$ cat config.mk
export PLATFORM = sky130hd
export DESIGN_NAME = mem_port_arbiter
export DESIGN_NICKNAME = d
export VERILOG_FILES = /design/src/rtl/mem_port_arbiter.sv
export SDC_FILE = /design/constraint.sdc
export NUM_CORES = 1
export LEC_CHECK = 0
export CAP_MARGIN = 20
export CELL_PAD_IN_SITES_DETAIL_PLACEMENT = 1
export CELL_PAD_IN_SITES_GLOBAL_PLACEMENT = 1
export CORE_ASPECT_RATIO = 0.5
export CORE_UTILIZATION = 28
export DETAILED_ROUTE_END_ITERATION = 7
export PLACE_DENSITY = 0.75
export SYNTH_ARGS = -nofsm -noshare
export SYNTH_HDL_FRONTEND = slang
export SYNTH_SLANG_ARGS = --single-unit
$ cat constraint.sdc
create_clock -name clk -period 9.57 [get_ports clk]
set_input_delay 1.914 -clock clk [delete_from_list [all_inputs] [get_ports clk]]
set_output_delay 1.914 -clock clk [all_outputs]
set_load 0.02 [all_outputs]
$ cat src/rtl/mem_port_arbiter.sv
// mem_port_arbiter: shares one single-ported, variable-latency memory between
// the instruction-fetch and data load/store requesters. One transaction is
// outstanding at a time. Data has priority, but a starvation counter forces a
// fetch grant after STARVE_MAX consecutive data grants while fetch waited.
module mem_port_arbiter #(
   parameter int ADDR_W     = 64,
   parameter int DATA_W     = 64,
   parameter int STARVE_MAX = 4
) (
   input  logic              clk,
   input  logic              rst,
   input  logic              if_req_valid,
   input  logic [ADDR_W-1:0] if_req_addr,
   output logic              if_req_ready,
   output logic              if_resp_valid,
   output logic [DATA_W-1:0] if_resp_data,
   input  logic              d_req_valid,
   input  logic              d_req_we,
   input  logic [ADDR_W-1:0] d_req_addr,
   input  logic [DATA_W-1:0] d_req_wdata,
   output logic              d_req_ready,
   output logic              d_resp_valid,
   output logic [DATA_W-1:0] d_resp_data,
   output logic              mem_req_valid,
   input  logic              mem_req_ready,
   output logic              mem_req_we,
   output logic [ADDR_W-1:0] mem_req_addr,
   output logic [DATA_W-1:0] mem_req_wdata,
   input  logic              mem_resp_valid,
   input  logic [DATA_W-1:0] mem_resp_data,
   output logic              err_stray
);

   typedef enum logic [1:0] {IDLE, REQ, RESP} state_t;

   localparam logic [3:0] STARVE_LIM = 4'(STARVE_MAX);

   state_t            state, state_nxt;
   logic              grant_d, grant_f;
   logic              owner_d;          // 1 = data requester owns the transaction
   logic [3:0]        starve_cnt;
   logic              req_we_q;
   logic [ADDR_W-1:0] req_addr_q;
   logic [DATA_W-1:0] req_wdata_q;

   // State register
   always_ff @(posedge clk or posedge rst) begin
      if (rst) state <= IDLE;
      else     state <= state_nxt;
   end

   // Arbitration, next state and handshake outputs
   always_comb begin
      state_nxt     = state;
      grant_d       = 1'b0;
      grant_f       = 1'b0;
      mem_req_valid = 1'b0;
      case (state)
         IDLE: begin
            if (d_req_valid && !(if_req_valid && starve_cnt == STARVE_LIM))
               grant_d = 1'b1;
            else if (if_req_valid)
               grant_f = 1'b1;
            if (grant_d || grant_f) state_nxt = REQ;
         end
         REQ: begin
            mem_req_valid = 1'b1;
            if (mem_req_ready) state_nxt = RESP;
         end
         RESP: begin
            if (mem_resp_valid) state_nxt = IDLE;
         end
         default: state_nxt = IDLE;
      endcase
      // Ready must read 0 while reset is held, even though the state already sits in IDLE
      d_req_ready  = grant_d && !rst;
      if_req_ready = grant_f && !rst;
   end

   // Request capture on the accept edge, plus starvation bookkeeping
   always_ff @(posedge clk or posedge rst) begin
      if (rst) begin
         req_we_q    <= 1'b0;
         req_addr_q  <= '0;
         req_wdata_q <= '0;
         owner_d     <= 1'b0;
         starve_cnt  <= '0;
      end else if (grant_d) begin
         req_we_q    <= d_req_we;
         req_addr_q  <= d_req_addr;
         req_wdata_q <= d_req_wdata;
         owner_d     <= 1'b1;
         if (!if_req_valid)                starve_cnt <= '0;
         else if (starve_cnt < STARVE_LIM) starve_cnt <= starve_cnt + 4'd1;
      end else if (grant_f) begin
         req_we_q    <= 1'b0;
         req_addr_q  <= if_req_addr;
         req_wdata_q <= '0;
         owner_d     <= 1'b0;
         starve_cnt  <= '0;
      end
   end

   assign mem_req_we    = req_we_q;
   assign mem_req_addr  = req_addr_q;
   assign mem_req_wdata = req_wdata_q;

   // Route the memory response back to the owner as a one-cycle pulse
   always_ff @(posedge clk or posedge rst) begin
      if (rst) begin
         if_resp_valid <= 1'b0;
         if_resp_data  <= '0;
         d_resp_valid  <= 1'b0;
         d_resp_data   <= '0;
      end else begin
         if_resp_valid <= 1'b0;
         d_resp_valid  <= 1'b0;
         if (state == RESP && mem_resp_valid) begin
            if (owner_d) begin
               d_resp_valid <= 1'b1;
               d_resp_data  <= req_we_q ? '0 : mem_resp_data;
            end else begin
               if_resp_valid <= 1'b1;
               if_resp_data  <= mem_resp_data;
            end
         end
      end
   end

   // Sticky flag for responses arriving when none is outstanding
   always_ff @(posedge clk or posedge rst) begin
      if (rst)                                  err_stray <= 1'b0;
      else if (mem_resp_valid && state != RESP) err_stray <= 1'b1;
   end

endmodule

; Word level (Yosys, flattened, before mapping)
; Cells that the tools add are included.
[word_totals]
regBits = 267
output_inout_bits = 263
elab_cells = 65
[op_classes]
n_addsub = 1
order_cmp = 1
eq_ne = 8
mux = 28
bitwise_logic = 1
n_reduce_logical = 15
[ops]
columns = op, count
row1 = $mux 64, 5
row2 = $mux 4, 4
row3 = $mux 1, 15
row4 = $ne 2x2->1 const B, 4
row5 = $logic_and 1x1->1, 6
row6 = $mux 2, 3
row7 = $pmux 2 s3, 1
row8 = $reduce_and 2->1, 3
row9 = $add 4x1->4 const B, 1
row10 = $eq 4x3->1 const B, 1
row11 = $lt 4x3->1 const B, 1
row12 = $ne 3x2->1 const B, 1
row13 = $reduce_and 3->1, 1
row14 = $eq 2x1->1 const B, 1
row15 = $eq 2x2->1 const B, 1
row16 = $logic_not 1->1, 2
row17 = $logic_not 2->1, 1
row18 = $reduce_bool 2->1, 1
row19 = $logic_or 1x1->1, 1
row20 = $not 1->1, 1

; Longest topological paths before layout
; Gate-level depths: netlist of run 1.
[depth]
depth_word = 9
depth_mapped = 8
mapped_depth_nobuf = 5

; Worst setup path after synthesis of run 1
; Ideal clock, no wire load.
[synth_timing]
path_type = input-to-output
start = input if_req_valid
end = output if_req_ready
t_arrival_ns = 3.175
path_slack_ns = 4.481
stages = 5
path_buffers = 3
cell_sequence = buf_4 or3b_1 buf_2 buf_6 nor3_1
[synth_via]
elab_chain_len = 7
word_cells_on_any_way = 8
cone_classes = mux (4) / reduce/logical (4)
[synth_rtl]
columns = item, line_no
row1 = from (decl), 12  ; input logic if_req_valid,
row2 = $logic_and 1x1->1, 60  ; if (d_req_valid && !(if_req_valid && starve_cnt == STARVE_LIM))
row3 = $logic_not 1->1, 60
row4 = $logic_and 1x1->1, 60
row5 = $mux 1 *, 60
row6 = $mux 1 * (2 in a row), 58  ; case (state)
row7 = $logic_and 1x1->1 *, 77  ; if_req_ready = grant_f && !rst;
row8 = to (decl), 14  ; output logic if_req_ready,
; Mark *: on every way between the ends. The rest lies on a longest branch, timed or not. The select of a mux whose other input is x is not followed.

; Final worst setup path of run 1
[layout_timing]
start = input if_req_valid
end = output d_req_ready
[layout_via]
elab_chain_len = 7
[layout_rtl]
columns = item, line_no
row1 = $logic_and 1x1->1, 60
row2 = $logic_not 1->1, 60
row3 = $logic_and 1x1->1, 60
row4 = $mux 1, 60
row5 = $mux 1 (2 in a row), 58
row6 = $logic_and 1x1->1, 76  ; d_req_ready = grant_d && !rst;
row7 = to (decl), 21  ; output logic d_req_ready,
; Every way passes these cells. The select of a mux whose other input is x is not followed.

==> results of run 1 <==
## worst min-delay path by stage
| stage | from | endpoint | slack [ps] | cells past startpoint |
|---|---|---|---|---|
| after floorplan | starve_cnt[1] | starve_cnt[1] | 490 | 1 |
| after global placement | err_stray | err_stray | 440 | 1 |
| after detailed placement | d_resp_data[50] | d_resp_data[50] | 470 | 2 |
| after CTS | d_resp_data[50] | d_resp_data[50] | 490 | 2 |
| after global routing | if_resp_data[55] | if_resp_data[55] | 500 | 1 |
| final | err_stray | err_stray | 480 | 1 |
## stage by stage
| step | area, µm² | hold slack (ps) |
|---|---|---|
| 2_1_floorplan | 11300 | 491.3 |
| 3_3_place_gp | 16880 | 442.5 |
| 3_5_place_dp | 16910 | 472.1 |
| 4_1_cts | 17910 | 486.4 |
| 5_1_grt | 17940 | 502.2 |
| 6_report | 17940 | 477.2 |
## report_power, final
group	internal (W)	switching (W)
clock	0.000702	0.000485
sequential	0.00165	0.000318
combinational	0.00137	0.00163
## per-layer routing
metal	part of all wire, %	global-route usage, %
met2	55	39.47
met5	0	0
met4	3.3	7.402
met1	38	24.61
met3	3.1	3.249
## cells in the final DEF (no fill, tap or decap), types with 3 or more instances in the layout
cell,n
o21ai_0,50
o21ai_1,44
buf_4,11
nand2b_1,65
clkdlybuf4s50_1,524
a211oi_2,28
a22o_1,65
nand2_1,125
bufinv_16,3
clkbuf_16,28
o221ai_1,29
nor2_1,40
dfrtp_1,267
a32o_1,3
clkbuf_8,11
a21oi_1,35
mux2_1,64
a211oi_1,43
nor3_1,3
clkinv_2,4
inv_1,3
## state kept, by name (all words and copies together) (netlist names)
signal / count
starve_cnt: 4
d_resp_valid: 1
mem_req_wdata: 64
if_resp_data: 64
mem_req_we: 1
owner_d: 1
if_resp_valid: 1
state: 2
mem_req_addr: 64
d_resp_data: 64
err_stray: 1
## critical path, cell delays in order
cell and delay, ps:
clkdlybuf4s50_1 720, nand4b_4 710, nand2_1 650, buf_16 230, nor3_1 60, clkdlybuf4s50_1 560
## layout make-up
type                       instances  share of cell area (%)
clock inverter                    10                  0.7882
timing repair buffer             539                   30.15
inverter                           5                  0.1465
antenna                            2                 0.02790
clock buffer                      41                   4.792
multi-input combinational        616                   23.16
sequential                       267                   37.25
tap                              530                   3.697
## cell families after synthesis
kind of cell    count (synthesis)
flops                         267
buf+inv                        93
mux                            64
compound gates                304
fa+ha+maj                       2
xor+xnor                        1
simple gates                  245
==> impl_metrics.ini, run 1 <==
[power_and_ir_drop]
p_leak_nw = 7.404
pwr_density_cell_nw_per_um2 = 343.3
peakVddDrop_mv = 0.1237
total_power_w = 0.006159

[synthesis]
synth_top_family_by_area = compound AO/OA/AOI/OAI gates
yosysMostFrequentCell = dfrtp_1
synth_common_cells = dfrtp_1, nand2_1, a22o_1, nand2b_1, mux2_1
synth_compound_area_share_pct = 19.69
synthSimpleGateAreaFrac_pct = 10.18
synth.area.top_cells = dfrtp_1, mux2_1, a22o_1
ys_seq_area_share_pct = 59.14
synth_adder_area_share_pct = 0.2215
synth_area_per_cell_um2 = 11.58
synthArstFlopShare_pct = 100.0
synthMuxAreaShare_pct = 6.379
synth-edff-count = 0
ys_seq_elements = 267
syn_nets = 1241
post-synth-top-area-cell = dfrtp_1
synthesis.area_um2 = 11300
synth-xor-area-share_pct = 0.07752
synthFlopType = dfrtp_1
ys_warn_count = 0
synthCells = 976
synth.distinct_cells = 37
yosys.area.top_type_share_pct = 59.14

[global_routing]
antenna_found_initial = 1
track_usage_pct = 21.08
grt_pass1_vias = 10720
grt_max_degree = 159
grt_pass1_wl_um = 66850
overflow = 0

[cells_and_area]
drive_above_1_share_pct = 6.969
fin_util_pct = 45.64
syn2layout_area_growth_pct = 58.77
multi_input_area_um2 = 4154
regArea_um2 = 6681
nets = 1722
fin_cells = 2010
fillers = 4231

[die]
start_util_pct = 28.74
rows = 51
die_h_um = 144.0
die_area_um2 = 41210
io-pin-count = 526
core_area_um2 = 39310
die_w_um = 286.1

[flow_run]
drv_cap = 0

[routing]
first_pass_iters = 4
drt_iter0_markers = 420
vias_per_cell = 4.848
drt-total-wl_um = 44890
wl_per_cell_um = 22.33
antenna_left = 0
drcViolationCount = 0
routed-via-count = 9745

[sta]
worst_slew_pin_slew_ps = 1071
setup_ws_ps = 2789
setup_viol = 0
fin_crit_sh_pct = 70.85
rsz0062_at_grt = false
hold_viol = 0
timing.fmax_mhz = 147.5
final.min_clock_period_ps = 6781
max_slew_margin_pct = 28.58
maxSlewViolCount = 0
fin_skew_ps = 20.46
tns_ps = 0

[placed_design]
pre_cts_slack_ps = 2431
post-dp-hpwl_um = 32050
io_buffers = 525
place.gp.congestion = 0.8259
dp_cells = 1956

[hold_path]
min_path_type = reg -> reg

[critical_path]
critPathMaxFanout = 37
r2r_slack_ps = 6890
worstSetupStartpointType = primary input
critPathRequiredTime_ps = 7660
end_kind = primary output
path_class = in -> out
timing.rr.end = mem_req_wdata[31]
endpoint = d_req_ready
crit_arrival_ps = 4870
cp-startpoint = if_req_valid
r2r-start = state[0]
ff2ff_path_depth = 4

[clock_tree]
post_cts_buffers = 0
clk_latency_ps = 560
cts_tree = built
clk_path_buf_depth = 3
cts.sink_count = 267
hold_buffers = 0
cts-root-buf = clkbuf_16
htreeDepth = 1
cts-resized-gates = 0
cts_buffers = 28
clk_pin_slew_ps = 60

[status]
outcome = finished clean
No activity file was read; power rests on OpenSTA's default activity.
==> inputs of run 2 (changes only) <==
--- a/config.mk
+++ b/config.mk
@@ -9,9 +9,9 @@
 export CELL_PAD_IN_SITES_DETAIL_PLACEMENT = 1
 export CELL_PAD_IN_SITES_GLOBAL_PLACEMENT = 1
 export CORE_ASPECT_RATIO = 0.5
-export CORE_UTILIZATION = 28
+export CORE_UTILIZATION = 31
 export DETAILED_ROUTE_END_ITERATION = 7
-export PLACE_DENSITY = 0.75
+export PLACE_DENSITY = 0.78
 export SYNTH_ARGS = -nofsm -noshare
 export SYNTH_HDL_FRONTEND = slang
 export SYNTH_SLANG_ARGS = --single-unit
==> constraint.sdc (replaced) <==
create_clock -name clk -period 6.64 [get_ports clk]
set_input_delay 1.328 -clock clk [delete_from_list [all_inputs] [get_ports clk]]
set_output_delay 1.328 -clock clk [all_outputs]
set_load 0.02 [all_outputs]
==> run 2 against run 1 <==
Effect of this change: via count rose by 0.85%; worst setup slack got worse by 1100 ps; combinational power increased by 44%; critical endpoint is now if_req_ready; register-to-register slack got worse by 2900 ps; cell count shrank 2.6%; core utilization rose by 5.1 points; sequential share of layout area up 0.20 points; critical path depth shrank 2; count of clock-buffer cells in the layout down 7; clock power is 40% higher; largest cell class unchanged; cell area shrank 0.54%.
==> impl_metrics.ini, run 2 (same netlist as run 1, synthesis figures left out) <==
[status]
outcome = finished clean

[sta]
max_slew_margin_pct = 29.54
maxSlewViolCount = 0
setup_viol = 0
worst_slew_pin_slew_ps = 1057
timing.fmax_mhz = 203.7
final.min_clock_period_ps = 4908
fin_crit_sh_pct = 73.92
hold_viol = 0
tns_ps = 0
rsz0062_at_grt = false
fin_skew_ps = 11.60

[die]
die_w_um = 272.0
rows = 48
die_area_um2 = 37260
core_area_um2 = 35190
die_h_um = 137.0
io-pin-count = 526
start_util_pct = 32.10

[power_and_ir_drop]
total_power_w = 0.008843
peakVddDrop_mv = 0.2477
p_leak_nw = 7.388
pwr_density_cell_nw_per_um2 = 495.6

[routing]
antenna_left = 0
routed-via-count = 9828
wl_per_cell_um = 22.70
first_pass_iters = 4
drt-total-wl_um = 44440
drt_iter0_markers = 606
drcViolationCount = 0
vias_per_cell = 5.019

[flow_run]
drv_cap = 0

[global_routing]
track_usage_pct = 22.97
overflow = 0
antenna_found_initial = 4
grt_max_degree = 178
grt_pass1_vias = 10640
grt_pass1_wl_um = 66100

[clock_tree]
htreeDepth = 1
cts-root-buf = clkbuf_16
cts_buffers = 27
clk_pin_slew_ps = 60
hold_buffers = 0
clk_latency_ps = 550
cts.sink_count = 267
cts_tree = built
post_cts_buffers = 0
cts-resized-gates = 0
clk_path_buf_depth = 3

[cells_and_area]
fin_cells = 1958
drive_above_1_share_pct = 6.964
layout_common_cells = clkdlybuf4s50_1, dfrtp_1, nand2_1, nand2b_1, a22o_1
multi_input_area_um2 = 4154
regArea_um2 = 6681
syn2layout_area_growth_pct = 57.92
fillers = 3713
final_common_cell = clkdlybuf4s50_1
nets = 1724

[placed_design]
io_buffers = 525
post-dp-hpwl_um = 31880
place.gp.congestion = 0.8775
dp_cells = 1904

[critical_path]
end_kind = primary output
crit_top_cell = clkdlybuf4s50_1
critPathMaxFanout = 9
cpPeakStageDelay_ps = 730
path_class = in -> out
crit_chain = clkdlybuf4s50_1 > or3b_2 > nor3_1 > clkdlybuf4s50_1
crit_arrival_ps = 3580
slowest_stage = clkdlybuf4s50_1
worstSetupStartpointType = primary input
critPathRequiredTime_ps = 5310

[hold_path]
min_path_type = reg -> reg
## run 2: cell count changes in the layout (fill, tap and decap cells not counted), sizes merged
cell	change
buf	+3
bufinv	+2
clkbuf	-7
clkinv	+1
clkinvlp	+1
diode	+2
inv	+1
## run 2: final timing paths
check | startpoint | to | slack (ps) | cells past startpoint
hold reg to reg | err_stray | err_stray | 470 | 1
min in group asynchronous | rst | mem_req_addr[58] | 1290 | 2
hold / removal | err_stray | err_stray | 470 | 1
max in group asynchronous | rst | mem_req_wdata[19] | 3910 | 3
setup / recovery | if_req_valid | if_req_ready | 1730 | 4
setup reg to reg | state[0] | mem_req_wdata[15] | 3960 | 4
## run 2: metrics by stage
| step | setup slack (ps) | cell area, µm² | util (%) | hold slack (ps) |
|---|---|---|---|---|
| global route | 1657 | 17840 | 50.69 | 502.4 |
| floorplan | 1787 | 11300 | - | 491.3 |
| global placement | 1306 | 16830 | 47.81 | 450.7 |
| finish | 1732 | 17840 | 50.70 | 474.7 |
| detailed placement | 1333 | 16850 | 47.89 | 471.5 |
| CTS | 1317 | 17810 | 50.61 | 483.6 |
## run 2: final cells by class
class                      count  area share, %
tap                          475          3.331
inverter                       5         0.1262
multi-input combinational    616          23.28
clock buffer                  34          4.158
antenna                        4        0.05610
clock inverter                15          1.206
timing repair buffer         542          30.39
sequential                   267          37.45
## run 2: power by group
group / internal [W] / switching (W)
registers: 0.00237 / 0.000466
logic: 0.00198 / 0.00235
clock network: 0.000989 / 0.000682
## run 2: layer usage
| layer | vias up | GRT usage [%] | routed length, µm |
|---|---|---|---|
| met2 | 205 | 43.38 | 24440 |
| met3 | 94 | 2.789 | 1066 |
| met4 | 2 | 9.082 | 1728 |
| met1 | 5084 | 26.65 | 17190 |
| li1 | 4443 | - | - |
| met5 | - | 0 | 11 |
## run 2: worst max-delay path, delay by kind of cell
| kind | cells | cell delay, ps |
|---|---|---|
| AND/OR/NAND/NOR | 2 | 860 |
| buffers and inverters | 2 | 1390 |
==> inputs of run 3 (changes only) <==
--- a/config.mk
+++ b/config.mk
@@ -9,9 +9,9 @@
 export CELL_PAD_IN_SITES_DETAIL_PLACEMENT = 1
 export CELL_PAD_IN_SITES_GLOBAL_PLACEMENT = 1
 export CORE_ASPECT_RATIO = 0.5
-export CORE_UTILIZATION = 31
+export CORE_UTILIZATION = 28
 export DETAILED_ROUTE_END_ITERATION = 7
-export PLACE_DENSITY = 0.78
+export PLACE_DENSITY = 0.75
 export SYNTH_ARGS = -nofsm -noshare
 export SYNTH_HDL_FRONTEND = slang
 export SYNTH_SLANG_ARGS = --single-unit
==> constraint.sdc (replaced) <==
create_clock -name clk -period 4.3 [get_ports clk]
set_input_delay 0.86 -clock clk [delete_from_list [all_inputs] [get_ports clk]]
set_output_delay 0.86 -clock clk [all_outputs]
set_load 0.02 [all_outputs]
==> run 3 against run 2 <==
Effect of this change: cell area grew 0.12%; register-to-register slack got worse by 2100 ps; combinational power up 55%; critical path depth unchanged; first-iteration DRC count is 0.50% higher; core utilization decreased by 5.3 points; worst setup slack worse by 900 ps; flip-flop and latch count unchanged.
==> impl_metrics.ini, run 3 (same netlist as run 1, synthesis figures left out) <==
[placed_design]
pre_cts_slack_ps = 817.2
io_buffers = 525
dp_cells = 1962
post-dp-hpwl_um = 32690
place.gp.congestion = 0.8607
postPlaceCellArea_um2 = 17000

[clock_tree]
cts-resized-gates = 0
cts_buffers = 27
cts_tree = built
cts-root-buf = clkbuf_16
clk_pin_slew_ps = 60
clk_latency_ps = 570
cts.sink_count = 267
htreeDepth = 1
clk_path_buf_depth = 3
hold_buffers = 0
post_cts_buffers = 0

[cells_and_area]
regArea_um2 = 6681
nets = 1726
multi_input_area_um2 = 4154
syn2layout_area_growth_pct = 58.11
layout_common_cells = clkdlybuf4s50_1, dfrtp_1, nand2_1, nand2b_1, a22o_1
final_area_um2 = 17860
fillers = 4221
fin_cells = 2014
drive_above_1_share_pct = 6.959
final_common_cell = clkdlybuf4s50_1

[critical_path]
end_kind = primary output
path_delay_family = buffers and inverters
crit_top_cell = clkdlybuf4s50_1
cp.buffers_inverters = 2
worstSetupStartpointType = primary input
ff2ff_path_depth = 6
slowest_stage = clkdlybuf4s50_1
critPathRequiredTime_ps = 3440
r2r_slack_ps = 1860
cp_num_cells = 4
cpPeakStageDelay_ps = 650
r2r-start = starve_cnt[0]
cp-startpoint = if_req_valid
path_class = in -> out
endpoint = if_req_ready
crit_arrival_ps = 2610
crit_chain = clkdlybuf4s50_1 > or3b_2 > nor3_1 > clkdlybuf4s50_1
critPathMaxFanout = 2
timing.rr.end = mem_req_wdata[39]

[sta]
rsz0062_at_grt = false
fin_crit_sh_pct = 80.63
setup_viol = 0
timing.fmax_mhz = 288.4
maxSlewViolCount = 0
final.min_clock_period_ps = 3467
setup_ws_ps = 832.9
worst_slew_pin_slew_ps = 1059
fin_skew_ps = 22.41
hold_viol = 0
holdWs_ps = 453.4
max_slew_margin_pct = 29.43

[global_routing]
overflow = 0
antenna_found_initial = 4
grt_pass1_vias = 10810
grt_max_degree = 130
track_usage_pct = 21.13
grt_pass1_wl_um = 66980

[die]
rows = 51
start_util_pct = 28.74
core_area_um2 = 39310
die_w_um = 286.1
die_h_um = 144.0
io-pin-count = 526
die_area_um2 = 41210

[power_and_ir_drop]
pwr_density_cell_nw_per_um2 = 751.2
peakVddDrop_mv = 0.2836
p_leak_nw = 7.366

[routing]
drt-total-wl_um = 45140
routed-via-count = 9679
wl_per_cell_um = 22.41
met3_length_um = 1230
drcViolationCount = 0
routed.top_layer = met4
first_pass_iters = 4
antenna_left = 0
met2_length_um = 24920
vias_per_cell = 4.806
drt_iter0_markers = 609
wl_met1_um = 17370

[status]
outcome = finished clean

[hold_path]
min_path_type = reg -> reg

[flow_run]
drv_cap = 0
run 3: cell types whose count changed in the layout (fill, tap and decap cells not counted):
cell,before,now
bufinv_16,5,0
clkinv_2,6,7
inv_8,1,0
buf_12,2,5
buf_4,14,13
inv_6,1,0
clkbuf_1,3,4
inv_16,0,1
clkbuf_8,4,7
run 3: final cells by class:
type | instances | area share, %
Antenna cell | 4 | 0.05603
Clock buffer | 38 | 4.406
Inverter | 5 | 0.1261
Multi-Input combinational cell | 616 | 23.25
Timing Repair Buffer | 544 | 30.65
Clock inverter | 10 | 0.3922
Sequential cell | 267 | 37.40
Tap cell | 530 | 3.712
run 3: worst min-delay path by stage:
stage	cells past startpoint	to	from	slack, ps
2_1_floorplan	1	starve_cnt[1]	starve_cnt[1]	490
3_3_place_gp	1	err_stray	err_stray	440
3_5_place_dp	1	err_stray	err_stray	450
4_1_cts	1	err_stray	err_stray	460
5_1_grt	1	err_stray	err_stray	480
6_report	1	err_stray	err_stray	450
run 3: through the flow:
step	setup TNS [ps]	total power [W]	util, %
after detailed placement	0	0.01116	43.24
after global placement	0	0.01090	43.17
after floorplan	-22820	0.007669	-
after CTS	0	0.01359	45.42
after global routing	0	0.01413	45.44
final	0	0.01342	45.45
run 3: power breakdown:
part	internal, W	switching (W)	leakage, nW
Clock	0.00128	0.00107	0.425
Combinational	0.00306	0.00364	3.62
Sequential	0.00367	0.000707	3.32
run 3: layer usage:
metal / GRT usage (%) / vias to the layer above
met5: 0 / -
met1: 24.49 / 4951
met4: 8.387 / 0
met2: 39.67 / 195
met3: 2.855 / 88
li1: - / 4445
